--- config.mk ---
export PLATFORM = sky130hd
export DESIGN_NAME = uart_rx_flat
export DESIGN_NICKNAME = d
export VERILOG_FILES = /design/src/rtl/uart_pkg.sv /design/src/rtl/uart_rx_if.sv /design/src/rtl/uart_sync2.sv /design/src/rtl/uart_rx.sv /design/src/flat_wrapper.sv
export SDC_FILE = /design/constraint.sdc
export NUM_CORES = 1
export LEC_CHECK = 0
export ABC_AREA = 1
export CAP_MARGIN = 15
export CELL_PAD_IN_SITES_DETAIL_PLACEMENT = 0
export CELL_PAD_IN_SITES_GLOBAL_PLACEMENT = 1
export CORE_ASPECT_RATIO = 2
export CORE_MARGIN = 4
export CORE_UTILIZATION = 42
export DETAILED_ROUTE_END_ITERATION = 16
export PLACE_DENSITY_LB_ADDON = 0.1
export SKIP_LAST_GASP = 1
export SYNTH_ARGS = -nofsm -noshare
export SYNTH_HDL_FRONTEND = slang
export SYNTH_SLANG_ARGS = --single-unit
--- constraint.sdc ---
create_clock -name clk -period 2.5 [get_ports clk]
set_input_delay 0.5 -clock clk [delete_from_list [all_inputs] [get_ports clk]]
set_output_delay 0.5 -clock clk [all_outputs]
set_load 0.01 [all_outputs]
--- src/rtl/uart_pkg.sv ---
// Shared UART definitions: state encoding used by both uart_tx and uart_rx,
// frame data width and the even-parity helper.
package uart_pkg;

  localparam int DATA_BITS = 8;

  typedef enum logic [2:0] {
    IDLE   = 3'b001,
    START  = 3'b010,
    DATAIN = 3'b011,
    STOP   = 3'b100,
    CLEAN  = 3'b101,
    PARITY = 3'b110
  } uart_state_t;

  function automatic logic even_parity(input logic [DATA_BITS-1:0] data);
    return ^data;
  endfunction

endpackage

--- src/rtl/uart_rx_if.sv ---
// Receiver-side UART bundle: serial line in, recovered byte and status strobes out.
// master = the receiver, slave = the game/keypad logic plus whatever drives the line.
interface uart_rx_if;
  import uart_pkg::*;

  logic                 rx_serial;
  logic [DATA_BITS-1:0] rx_byte;
  logic                 rx_ready;
  logic                 rx_busy;
  logic                 framing_err;
  logic                 parity_err;

  modport master (
    input  rx_serial,
    output rx_byte,
    output rx_ready,
    output rx_busy,
    output framing_err,
    output parity_err
  );

  modport slave (
    output rx_serial,
    input  rx_byte,
    input  rx_ready,
    input  rx_busy,
    input  framing_err,
    input  parity_err
  );

endinterface

--- src/rtl/uart_sync2.sv ---
// Two-flop synchronizer for asynchronous single-bit inputs; both flops reset
// to RESET_VAL with a synchronous active-low reset.
module uart_sync2 #(
  parameter logic RESET_VAL = 1'b1
) (
  input  logic clk,
  input  logic nRst,
  input  logic d,
  output logic q
);

  logic sync1;

  always_ff @(posedge clk) begin
    if (!nRst) begin
      sync1 <= RESET_VAL;
      q     <= RESET_VAL;
    end else begin
      sync1 <= d;
      q     <= sync1;
    end
  end

endmodule

--- src/rtl/uart_rx.sv ---
// Oversampling UART receiver: 8N1 by default, 8E1 when UART_PARITY_EN is defined.
// CLKS_PER_BIT must be even and >= 4.
//
//   state  | meaning
//   IDLE   | line idle, waiting for a falling edge on sync2
//   START  | timing to start-bit midpoint; high there means a glitch
//   DATAIN | sampling 8 data bits LSB first, one per bit period
//   PARITY | sampling even-parity bit (UART_PARITY_EN only)
//   STOP   | sampling stop bit, issuing ready / error strobes
//   CLEAN  | line held low after a framing error; wait for idle high
module uart_rx
  import uart_pkg::*;
#(
  parameter int CLKS_PER_BIT = 16
) (
  input  logic      clk,
  input  logic      nRst,
  uart_rx_if.master rx
);

  localparam int H      = CLKS_PER_BIT / 2;
  localparam int CW     = $clog2(CLKS_PER_BIT);
  localparam int IDX_W  = $clog2(DATA_BITS);

  localparam logic [CW-1:0]    HALF_LAST = CW'(H - 1);
  localparam logic [CW-1:0]    BIT_LAST  = CW'(CLKS_PER_BIT - 1);
  localparam logic [IDX_W-1:0] IDX_LAST  = IDX_W'(DATA_BITS - 1);

  logic                 sync2;
  uart_state_t          state;
  logic [CW-1:0]        cnt;
  logic [IDX_W-1:0]     bit_idx;
  logic [DATA_BITS-1:0] shift;
  logic [DATA_BITS-1:0] byte_q;
  logic                 ready_q;
  logic                 busy_q;
  logic                 ferr_q;
`ifdef UART_PARITY_EN
  logic                 par_mismatch;
  logic                 perr_q;
`endif

  uart_sync2 #(.RESET_VAL(1'b1)) u_sync (
    .clk  (clk),
    .nRst (nRst),
    .d    (rx.rx_serial),
    .q    (sync2)
  );

  always_ff @(posedge clk) begin
    if (!nRst) begin
      state        <= IDLE;
      cnt          <= '0;
      bit_idx      <= '0;
      shift        <= '0;
      byte_q       <= '0;
      ready_q      <= 1'b0;
      busy_q       <= 1'b0;
      ferr_q       <= 1'b0;
`ifdef UART_PARITY_EN
      par_mismatch <= 1'b0;
      perr_q       <= 1'b0;
`endif
    end else begin
      ready_q <= 1'b0;
      ferr_q  <= 1'b0;
`ifdef UART_PARITY_EN
      perr_q  <= 1'b0;
`endif
      case (state)
        IDLE: begin
          cnt <= '0;
          if (!sync2) begin
            state  <= START;
            busy_q <= 1'b1;
          end
        end

        START: begin
          if (cnt == HALF_LAST) begin
            cnt <= '0;
            if (!sync2) begin
              state   <= DATAIN;
              bit_idx <= '0;
            end else begin
              state  <= IDLE;
              busy_q <= 1'b0;
            end
          end else begin
            cnt <= cnt + 1'b1;
          end
        end

        DATAIN: begin
          if (cnt == BIT_LAST) begin
            cnt     <= '0;
            shift   <= {sync2, shift[DATA_BITS-1:1]};
            bit_idx <= bit_idx + 1'b1;
            if (bit_idx == IDX_LAST) begin
`ifdef UART_PARITY_EN
              state <= PARITY;
`else
              state <= STOP;
`endif
            end
          end else begin
            cnt <= cnt + 1'b1;
          end
        end

`ifdef UART_PARITY_EN
        PARITY: begin
          if (cnt == BIT_LAST) begin
            cnt          <= '0;
            par_mismatch <= sync2 ^ even_parity(shift);
            state        <= STOP;
          end else begin
            cnt <= cnt + 1'b1;
          end
        end
`endif

        STOP: begin
          if (cnt == BIT_LAST) begin
            cnt <= '0;
            if (sync2) begin
              state  <= IDLE;
              busy_q <= 1'b0;
`ifdef UART_PARITY_EN
              if (par_mismatch) begin
                perr_q <= 1'b1;
              end else begin
                byte_q  <= shift;
                ready_q <= 1'b1;
              end
`else
              byte_q  <= shift;
              ready_q <= 1'b1;
`endif
            end else begin
              // Line still low at stop: treat as break and wait it out in CLEAN
              state  <= CLEAN;
              ferr_q <= 1'b1;
`ifdef UART_PARITY_EN
              perr_q <= par_mismatch;
`endif
            end
`ifdef UART_PARITY_EN
            par_mismatch <= 1'b0;
`endif
          end else begin
            cnt <= cnt + 1'b1;
          end
        end

        CLEAN: begin
          if (sync2) begin
            state  <= IDLE;
            busy_q <= 1'b0;
          end
        end

        default: begin
          state  <= IDLE;
          busy_q <= 1'b0;
          cnt    <= '0;
        end
      endcase
    end
  end

  assign rx.rx_byte     = byte_q;
  assign rx.rx_ready    = ready_q;
  assign rx.rx_busy     = busy_q;
  assign rx.framing_err = ferr_q;
`ifdef UART_PARITY_EN
  assign rx.parity_err  = perr_q;
`else
  assign rx.parity_err  = 1'b0;
`endif

endmodule

--- src/flat_wrapper.sv ---
// flat-port wrapper written by rule: the top's interface ports become plain ports
module uart_rx_flat import uart_pkg::*;
#(
  parameter int CLKS_PER_BIT = 16
)
  (clk, nRst, rx_rx_serial, rx_rx_byte, rx_rx_ready, rx_rx_busy, rx_framing_err, rx_parity_err);
  uart_rx_if rx_i ();
  input  logic clk;
  input  logic nRst;
  input wire logic [$bits(rx_i.rx_serial)-1:0] rx_rx_serial;
  output wire logic [$bits(rx_i.rx_byte)-1:0] rx_rx_byte;
  output wire logic [$bits(rx_i.rx_ready)-1:0] rx_rx_ready;
  output wire logic [$bits(rx_i.rx_busy)-1:0] rx_rx_busy;
  output wire logic [$bits(rx_i.framing_err)-1:0] rx_framing_err;
  output wire logic [$bits(rx_i.parity_err)-1:0] rx_parity_err;
  assign rx_i.rx_serial = rx_rx_serial;
  assign rx_rx_byte = rx_i.rx_byte;
  assign rx_rx_ready = rx_i.rx_ready;
  assign rx_rx_busy = rx_i.rx_busy;
  assign rx_framing_err = rx_i.framing_err;
  assign rx_parity_err = rx_i.parity_err;
  uart_rx #(.CLKS_PER_BIT(CLKS_PER_BIT)) u_core (.clk(clk), .nRst(nRst), .rx(rx_i));
endmodule
Word level (Yosys, flattened, before mapping)
Cells that the tools add are included.

Input bits: 3. Word-level logic and storage cells: 59. Register bits after elaboration: 31. Output and inout port bits: 12.

Reduce and logical (&&, ||, !) cells: 8. Muxes and demuxes: 23. Equality and inequality tests: 15. Bitwise logic cells: 1. Add/subtract/negate cells: 2.

Operators with widths (count): $mux W3 (10); $pmux W3 S5 (1); $pmux W4 S3 (1); $eq A3 B3 Y1 const B (3); $mux W4 (2); $ne A2 B1 Y1 const B (4); $reduce_and A4 Y1 (2); $eq A3 B2 Y1 const B (2); $mux W1 (6); $ne A2 B2 Y1 const B (3); $pmux W3 S2 (1); $reduce_and A3 Y1 (2); $reduce_and A6 Y1 (1); $pmux W1 S5 (1); $add A4 B1 Y4 const B (1); $eq A4 B3 Y1 const B (1); $eq A4 B4 Y1 const B (1); $add A3 B1 Y3 const B (1); $eq A3 B1 Y1 const B (1); $mux W2 (1); $reduce_and A2 Y1 (1); $reduce_bool A2 Y1 (1); $reduce_or A2 Y1 (1); $not A1 Y1 (1).

Longest topological paths before layout
Gate-level depths: netlist (run 1).

Word-level depth: 4. Gate-level depth with buffers: 10. Gate-level depth less buffers: 10.

By module
A second synthesis (run 1) with hierarchy kept.

Cell total of the unflattened synthesis: 176. Area total of the unflattened synthesis: 1347.5 um2.

By module, submodules not included: uart_rx (cells an instance 170, sequential area each 580.6 um2, times used 1, area each 1292.5 um2); uart_sync2 (cells an instance 6, sequential area each 40.0 um2, times used 1, area each 55.1 um2).

Worst setup path after synthesis (run 1)
OpenSTA, ideal clock, no wires.

Path type: register -> register. Start point: register u_core.cnt[0]. End point: register u_core.cnt[0]. Clock period less this slack: 1.372 ns. Data required time: 2.385 ns. Setup time: 0.115 ns. Arrival time: 1.256 ns. Path buffers: 0. Stages on the path, launching flop included: 9. Setup slack: 1.128 ns. Path through: dfxtp_1 -> ha_1 -> nand3_4 -> inv_1 -> nor2_1 -> nor2_2 -> nand2_1 -> o21ai_0 -> inv_1.

Word-level cells in the longest chain between the ends: 3. Elaborated cells on any way between the ends: 6. Those cells by class: add/sub: 1; eq/ne: 2; mux: 3.

RTL lines: start, declared (line uart_rx.sv:31) `logic [CW-1:0] cnt;`; start signal, assigned (line uart_rx.sv:90) `cnt <= cnt + 1'b1;`; start signal, assigned (line uart_rx.sv:107) `cnt <= cnt + 1'b1;`; start signal, assigned (line uart_rx.sv:152) `cnt <= cnt + 1'b1;`; $add A4 B1 Y4 (tied with other cells) (line uart_rx.sv:90, uart_rx.sv:107, uart_rx.sv:152); $mux W4, on equally long branches (line uart_rx.sv:95, uart_rx.sv:124, uart_rx.sv:80); $pmux W4 S3 * (line uart_rx.sv:70) `case (state)`.

Mark *: on every way between the ends. The rest lies on a longest branch, timed or not. A chain may end at the register's enable or synchronous reset.

Final worst setup path (run 1)
Start point: register u_core.byte_q[7] (netlist: u_core.rx.rx_byte[7]). End point: output rx_rx_byte[7].

RTL lines: start, declared (line uart_rx.sv:34) `logic [DATA_BITS-1:0] byte_q;`; start signal, assigned (line uart_rx.sv:137) `byte_q <= shift;`; end, declared (line flat_wrapper.sv:11) `output wire logic [$bits(rx_i.rx_byte)-1:0] rx_rx_byte;`.

No word-level cell between the ends.

==> results.md, run 1 <==
- Outcome: complete, no violations
- Fin nets: 204
- Crit path buffers/inverters: 1
- Power Internal: 0.000864 W
- Vias per std cell: 5.12
- Commonest cells after routing, fill and taps aside: 45 x nor2_1, 31 x dfxtp_1, 30 x nand2_1
- WL final: 2620 um
- Antenna violations before repair: 0
- # resized after CTS: 0
- N_diodes: 0
- GPL Wtd Cong: 0.875
- Clock Path Buffers: 2
- Die extent in x: 48.1 um
- Commonest non-fill, non-tap cell in the layout: nor2_1
- Post-placement setup slack: 0.688 ns
- Initial core utilization: 44.7%
- Largest net degree at the start of global routing: 22
- Area Growth Syn to Fin: 15.3%
- Standard-cell rows: 28
- Clock slew at reported path FFs: 0.06 ns
- Seq pwr share: 44.8%
- Largest stage delay on the critical path: 0.54 ns
- Register bit total from synthesis: 31
- Final HPWL DP: 2000 um
- Min-delay src: u_core.u_sync.sync1
- R2R depth: 6
- Chip height: 88.1 um
- Max-cap violation count: 0
- Clock skew: 0.00552 ns
- Port Buffer Count: 13
- Syn. warnings: 0
- Psw: 0.000469 W
- Top cell type's share of synthesized area: 46.1%
- Synth area leaders: dfxtp_1 46%, nor2_1 13%, nand2_1 8.4%
- Cells after synthesis: 183
- Cell Area, Synth: 0.00135 mm^2
- Syn_area_per_cell: 7.36 um^2
- CP required: 2.00 ns
- Slowest stage cell on the critical path: clkdlybuf4s50_1
- Final setup fails: 0
- Antenna-violating nets left: 0
- Max VDD drop: 611 uV
- Hold crit path type: flop to flop
- Post-CTS Setup Inserts: 0
- TritonCTS Buffers: 5
- Yosys top cell by area: dfxtp_1
- Switching share of power: 35.2%
- Crit path max-delay family: buffers and inverters
- Net Count, Synth: 189
- DRT Pass-1 Iters: 6
- DIE AREA: 0.00423 mm^2
- Pwr dens: 858 mW/mm^2
- Final hold viol count: 0
- Fin crit period: 1.64 ns
- First-pass GRT wire length: 4660 um
- Crit-path max FO: 2
- Clock Tree Root: clkbuf_8
- Vias post-DR: 1163
- Post-route setup slack: 0.862 ns
- Share of layout cells above drive strength 1: 9.14%
- Yosys cell types: 27
- WP data arrival: 1.14 ns
- Critical path type: flop to primary output
- Setup TNS: 0 ns
- Wire length per cell: 11.5 um
- Grt ovf: 0
- Number of global-route vias before repair: 1117
- CP Cell Sequence: clkdlybuf4s50_1
- Worst path depth: 1
- Fin util: 51.6%
- Worst Setup SP: u_core.rx.rx_byte[7]
- Combinational Power Share: 29.5%
- Unrepaired setup endpoints after global routing: no
- DRT iter0 DRCs: 15
- Worst hold path cell count: 1
- Pleak: 0.741 nW
- Final Power: 0.00133 W
- Nature of the critical path endpoint: primary output
- Clock power share: 25.7%
- DR DRC count: 0
- Startpoint Class: flop
- Clock Sinks: 31
- H-tree depth: 2
- Hold buffer count at cts: 0
- TritonCTS clock tree: built
- Final period utilization: 65.5%
- Worst R2R Start: u_core.cnt[0]
- Register area share after synthesis: 46.1%
- Fmax: 611 MHz
- Core area: 0.00301 mm^2
- I/O pin count: 15
- Clk Latency, worst-skew pair: 0.27 ns
- GRT Resource Usage Total: 15.3%
- Max Slew Vio Count: 0
==> through the flow <==
stage               std cells  cell area (um^2)  hold WS (ns)
floorplan                 183              1350         0.393
global placement          221              1480         0.399
detailed placement        221              1480         0.407
CTS                       227              1550         0.422
global route              227              1550         0.441
finish                    227              1550         0.416
==> area by class of cell <==
| type | instances | area, um^2 |
|---|---|---|
| clock buffers | 6 | 72.6 |
| fillers | 304 | 1460 |
| inverters | 18 | 70.1 |
| multi-input cells | 128 | 616 |
| flip-flops and latches | 31 | 621 |
| well taps | 30 | 37.5 |
| repair buffers | 14 | 138 |
==> cells in the mapped netlist <==
cell type and count:
a21oi_1 8, clkbuf_1 2, a31oi_1 1, or2_2 2, o21ai_1 1, xor2_1 1
buf_6 1, nor2_4 1, nor3_4 1, nor2_1 45, nand3_4 1, inv_1 14
nand2_2 1, o21ai_0 17, dfxtp_1 31, conb_1 1, nand4_1 2, o22ai_1 1
buf_4 3, nor3_1 2, inv_4 1, nand3_1 7, ha_1 3, inv_2 3
nor2_2 2, nand2_1 30, a211oi_1 1
==> layer usage <==
layer  track usage [%]  vias up  share of wire [%]
met5                 0        -                  0
met4              6.86        0                2.1
met3              4.32        6                2.4
met2              25.8       13                 56
met1              16.6      533                 40
li1                  -      611                  -
==> logic make-up (layout without fill, tap and decap cells) <==
family	Yosys count	count (layout)	synth area share [%]
AND/OR/NAND/NOR	94	94	30.8
XOR/XNOR	1	1	0.650
adder cells (fa/ha/maj)	3	3	2.79
buffers and inverters	24	38	8.26
AO/OA/AOI/OAI	29	29	11.1
flip-flops	31	31	46.1
other	1	1	0.278
==> registers in the layout, summed over array words and instances, names as in the netlist <==
name / count
u_core.rx.rx_byte: 8
u_core.shift: 8
u_core.cnt: 4
u_core.bit_idx: 3
u_core.state: 3
u_core.rx.framing_err: 1
u_core.rx.rx_busy: 1
u_core.rx.rx_ready: 1
u_core.u_sync.q: 1
u_core.u_sync.sync1: 1
==> power groups by stage <==
stage	clock [W]	combinational [W]	sequential (W)
finish	0.000343	0.000394	0.000597
detailed placement	0	0.000395	0.000608
global placement	0	0.000399	0.000606
global route	0.000376	0.000471	0.000605
CTS	0.000357	0.000396	0.000597
floorplan	0	0.000344	0.000584
==> path summary, 6_finish.rpt <==
path                           to  slack, ns
max reg2reg  u_core.rx.rx_byte[6]       0.88
max                 rx_rx_byte[7]       0.86
min reg2reg       u_core.u_sync.q       0.42
min               u_core.u_sync.q       0.42
Note: power is estimated with default switching activity, not from simulation.
==> inputs of run 2 (changes only) <==
- CORE_UTILIZATION: 42 -> 39
- clock period: 2.5 -> 1.7 ns (I/O delays scaled with it)
==> run 2 against run 1 <==
Effect of this change:
- largest cell class unchanged
- critical path type is now flop to flop
- combinational power increased by 59%
- register-to-register slack worse by 0.78 ns
- sequential cell count unchanged
- global-route usage grew 0.33 points
- sequential power grew 47%
- critical path depth rose by 7
==> results.md, run 2 (synthesis results as in run 1) <==
- WL final: 3220 um
- Commonest non-fill, non-tap cell in the layout: nor2_1
- # resized after CTS: 0
- R2r endpoint: u_core.cnt[0]
- DR DRC count: 0
- Clock slew at reported path FFs: 0.07 ns
- Max Slew Vio Count: 0
- Antenna violations before repair: 0
- Grt ovf: 0
- CP required: 1.88 ns
- Final hold viol count: 0
- DRT Pass-1 Iters: 4
- First-pass GRT wire length: 5330 um
- Number of global-route vias before repair: 1226
- Vias post-DR: 1213
- Pwr dens: 1320 mW/mm^2
- Largest net degree at the start of global routing: 21
- Share of layout cells above drive strength 1: 12.3%
- Nature of the critical path endpoint: flop
- Commonest cells after routing, fill and taps aside: 45 x nor2_1, 31 x dfxtp_1, 30 x nand2_1
- Standard-cell rows: 30
- Final setup fails: 0
- Max VDD drop: 644 uV
- H-tree depth: 2
- Final HPWL DP: 2400 um
- Startpoint Class: flop
- Min-delay src: u_core.bit_idx[1]
- DRT iter0 DRCs: 28
- Final Power: 0.00214 W
- Flop2flop setup slack: 0.10 ns
- Fmax: 626 MHz
- Worst R2R Start: u_core.cnt[0]
- Initial core utilization: 39.9%
- GPL Wtd Cong: 0.841
- Critical Path End: u_core.cnt[0]
- Antenna-violating nets left: 0
- Post-route setup slack: 0.103 ns
- Worst Setup SP: u_core.cnt[0]
- Critical path type: flop to flop
- Final period utilization: 93.9%
- Setup TNS: 0 ns
- Vias per std cell: 5.14
- Core area: 0.00338 mm^2
- Crit-path max FO: 5
- I/O pin count: 15
- Hold crit path type: flop to flop
- Port Buffer Count: 13
- Clk Latency, worst-skew pair: 0.28 ns
- Clock Sinks: 31
- Fin crit period: 1.60 ns
- Clock Tree Root: clkbuf_8
- Final hold slack: 0.467 ns
- Wire length per cell: 13.6 um
- DIE AREA: 0.00452 mm^2
- N_diodes: 0
- Area Growth Syn to Fin: 20.3%
- Max-cap violation count: 0
- Post-placement setup slack: 0.0605 ns
- Clock skew: 0.00799 ns
- Fin nets: 209
- Hold buffer count at cts: 0
- Outcome: complete, no violations
- TritonCTS Buffers: 5
- Die extent in x: 49.6 um
- Chip height: 91.1 um
- Pleak: 0.782 nW
- GRT Resource Usage Total: 15.6%
- WP data arrival: 1.77 ns
- R2R depth: 8
- Clock Path Buffers: 2
- TritonCTS clock tree: built
- Post-CTS Setup Inserts: 0
- Unrepaired setup endpoints after global routing: no
run 2: cell types whose count changed in the layout (fill, tap and decap cells not counted), sizes merged:
cell,delta
buf,+5
clkbuf,+2
run 2: worst min path at each step:
stage                     slack, ns  cells after the start           endpoint
after CTS                      0.47                      1    u_core.u_sync.q
final                          0.47                      2  u_core.bit_idx[1]
after global placement         0.45                      2  u_core.bit_idx[2]
after detailed placement       0.46                      1    u_core.u_sync.q
after global routing           0.48                      1    u_core.u_sync.q
after floorplan                0.39                      1    u_core.u_sync.q
run 2: through the flow:
stage | instance area, um^2 | instances | util [%]
floorplan | 1350 | 183 | -
global placement | 1500 | 225 | 44.4
detailed placement | 1500 | 225 | 44.4
CTS | 1600 | 233 | 47.3
global route | 1620 | 236 | 48.0
finish | 1620 | 236 | 48.0
run 2: layer usage:
layer / vias to the layer above / part of all wire [%] / global-route usage [%]
li1: 619 / - / -
met2: 22 / 58 / 29.5
met3: 10 / 2.2 / 3.78
met4: 0 / 3.3 / 9.70
met5: - / 0 / 0
met1: 562 / 36 / 13.9
run 2: power breakdown:
| part | switching [W] | total [W] | internal [W] | leakage [nW] |
|---|---|---|---|---|
| logic | 0.000403 | 0.000627 | 0.000224 | 0.479 |
| clock network | 0.000264 | 0.000633 | 0.000369 | 0.0515 |
| registers | 0.0000860 | 0.000877 | 0.000791 | 0.251 |
| total | 0.000753 | 0.00214 | 0.00138 | 0.782 |
run 2: worst max-delay path, stage by stage, from the launching register on:
cell and delay (ns):
dfxtp_1 0.39, ha_1 0.28, nand3_4 0.15, inv_1 0.08
nor2_1 0.05, nor2_2 0.22, nand2_1 0.11, o21ai_0 0.15
inv_1 0.06
run 2: area by class of cell:
type / instances / area, um^2
Fill cell: 370 / 1760
Sequential cell: 31 / 621
Tap cell: 32 / 40.0
Multi-Input combinational cell: 128 / 616
Clock buffer: 8 / 100
Timing Repair Buffer: 19 / 175
Inverter: 18 / 70.1
==> inputs of run 3 (changes only) <==
- RECOVER_POWER: default -> 25
==> run 3 against run 2 <==
Effect of this change:
- worst setup slack about the same
- sequential cell count unchanged
- non-clock buffer count unchanged
- first-iteration DRC count down 14%
- critical path type unchanged
- count of clock-buffer cells in the layout unchanged
- sequential power about the same
- via count down 0.16%
==> results.md, run 3 (synthesis results as in run 1) <==
- Outcome: complete, no violations
- Crit path max-delay family: simple AND/OR/NAND/NOR gates
- TritonCTS Buffers: 5
- Final period utilization: 93.9%
- Clock Sinks: 31
- Power Internal: 0.00138 W
- Pleak: 0.793 nW
- Fin crit period: 1.60 ns
- CP Cell Sequence: ha_1 -> nand3_4 -> inv_1 -> nor2_1 -> nor2_2 -> nand2_1 -> o21ai_0 -> inv_1
- Most frequent CP cell: inv_1
- Worst R2R Start: u_core.cnt[0]
- Clock skew: 0.00799 ns
- N_diodes: 0
- Max Slew Vio Count: 0
- Switching share of power: 35.1%
- GRT Resource Usage Total: 15.6%
- R2r endpoint: u_core.cnt[0]
- Antenna violations before repair: 0
- Hold Path Sink: u_core.bit_idx[1]
- Vias per std cell: 5.13
- Final setup fails: 0
- R2R depth: 8
- Combinational Power Share: 29.3%
- Area Growth Syn to Fin: 20.1%
- Startpoint Class: flop
- Die extent in x: 49.6 um
- Crit path buffers/inverters: 2
- Fmax: 626 MHz
- Psw: 0.000749 W
- First-pass GRT wire length: 5330 um
- TritonCTS clock tree: built
- Worst hold path cell count: 2
- Final HPWL DP: 2400 um
- Slowest stage cell on the critical path: dfxtp_1
- Filler cell count: 371
- DRT Pass-1 Iters: 4
- Clock power share: 29.7%
- Grt ovf: 0
- DRT iter0 DRCs: 24
- Number of global-route vias before repair: 1226
- Commonest non-fill, non-tap cell in the layout: nor2_1
- DIE AREA: 0.00452 mm^2
- Share of layout cells above drive strength 1: 11.3%
- Chip height: 91.1 um
- Clock slew at reported path FFs: 0.07 ns
- WL final: 3220 um
- Commonest cells after routing, fill and taps aside: 46 x nor2_1, 31 x dfxtp_1, 30 x nand2_1
- Flop2flop setup slack: 0.10 ns
- Clock Tree Root: clkbuf_8
- GPL Wtd Cong: 0.841
- Hold crit path type: flop to flop
- Hold buffer count at cts: 0
- Final non-filler cell area: 0.00162 mm^2
- Fin nets: 209
- Setup TNS: 0 ns
- Core area: 0.00338 mm^2
- Largest net degree at the start of global routing: 21
- Crit-path max FO: 5
- Initial core utilization: 39.9%
- Final hold viol count: 0
- Clock Path Buffers: 2
- I/O pin count: 15
- Multi-input logic area: 613 um^2
- Wire length per cell: 13.6 um
- Non-Filler Instances: 236
- Min-delay src: u_core.bit_idx[1]
- Storage cell area: 621 um^2
- DR DRC count: 0
- Antenna-violating nets left: 0
- Standard-cell rows: 30
- CP required: 1.88 ns
- Nature of the critical path endpoint: flop
- Placed insts: 225
- Largest stage delay on the critical path: 0.39 ns
- Vias post-DR: 1211
- Seq pwr share: 41.0%
- Unrepaired setup endpoints after global routing: no
- Pwr dens: 1320 mW/mm^2
- Clk Latency, worst-skew pair: 0.28 ns
- Port Buffer Count: 13
- Critical path type: flop to flop
- Placed inst area: 0.00150 mm^2
- WP data arrival: 1.77 ns
- Max VDD drop: 644 uV
- Max-cap violation count: 0
- H-tree depth: 2
-- run 3: worst max path at each step --
stage                                end  cells past startpoint     startpoint  slack (ns)
floorplan                  u_core.cnt[0]                      8  u_core.cnt[0]        0.33
global placement    u_core.rx.rx_byte[6]                      6  u_core.cnt[0]        0.11
detailed placement  u_core.rx.rx_byte[1]                      6  u_core.cnt[0]        0.06
CTS                 u_core.rx.rx_byte[6]                      6  u_core.cnt[0]        0.05
global route               u_core.cnt[0]                      8  u_core.cnt[0]        0.01
finish                     u_core.cnt[0]                      8  u_core.cnt[0]        0.10
-- run 3: through the flow --
stage	power [W]	setup slack [ns]	hold slack (ns)	util (%)
6_report	0.00213	0.103	0.467	47.9
5_1_grt	0.00227	0.0102	0.478	47.9
4_1_cts	0.00216	0.0476	0.473	47.3
3_5_place_dp	0.00152	0.0605	0.457	44.4
3_3_place_gp	0.00151	0.112	0.453	44.4
2_1_floorplan	0.00136	0.328	0.393	-
-- run 3: worst reg2reg max path: stages (launching register included) --
cell and delay (ns):
dfxtp_1 0.39, ha_1 0.29, nand3_4 0.15, inv_1 0.08
nor2_1 0.05, nor2_2 0.22, nand2_1 0.11, o21ai_0 0.15
inv_1 0.06
-- run 3: layout make-up --
cell class              instances  area share [%]
flip-flops and latches         31            38.3
multi-input cells             128            37.9
repair buffers                 19            10.8
clock buffers                   8            6.18
inverters                      18            4.33
well taps                      32            2.47
-- run 3: timing repair --
item                                    4_1_cts  5_1_grt
endpoints found under the setup margin        0        8
buffers inserted                              0        3
resized for setup                             0        0
-- run 3: power groups by stage --
stage,combinational [W],clock [W],sequential [W]
CTS,0.000637,0.000649,0.000872
detailed placement,0.000635,0,0.000888
finish,0.000624,0.000633,0.000875
global route,0.000701,0.000685,0.000881
floorplan,0.000506,0,0.000858
global placement,0.000626,0,0.000888
-- run 3: metal layers --
metal  global-route usage (%)  routed length (um)  vias up
li1                         -                   -      619
met4                     9.70                 107        0
met3                     3.78                  68       10
met1                     13.9                1170      562
met5                        0                   0        -
met2                     29.5                1870       20
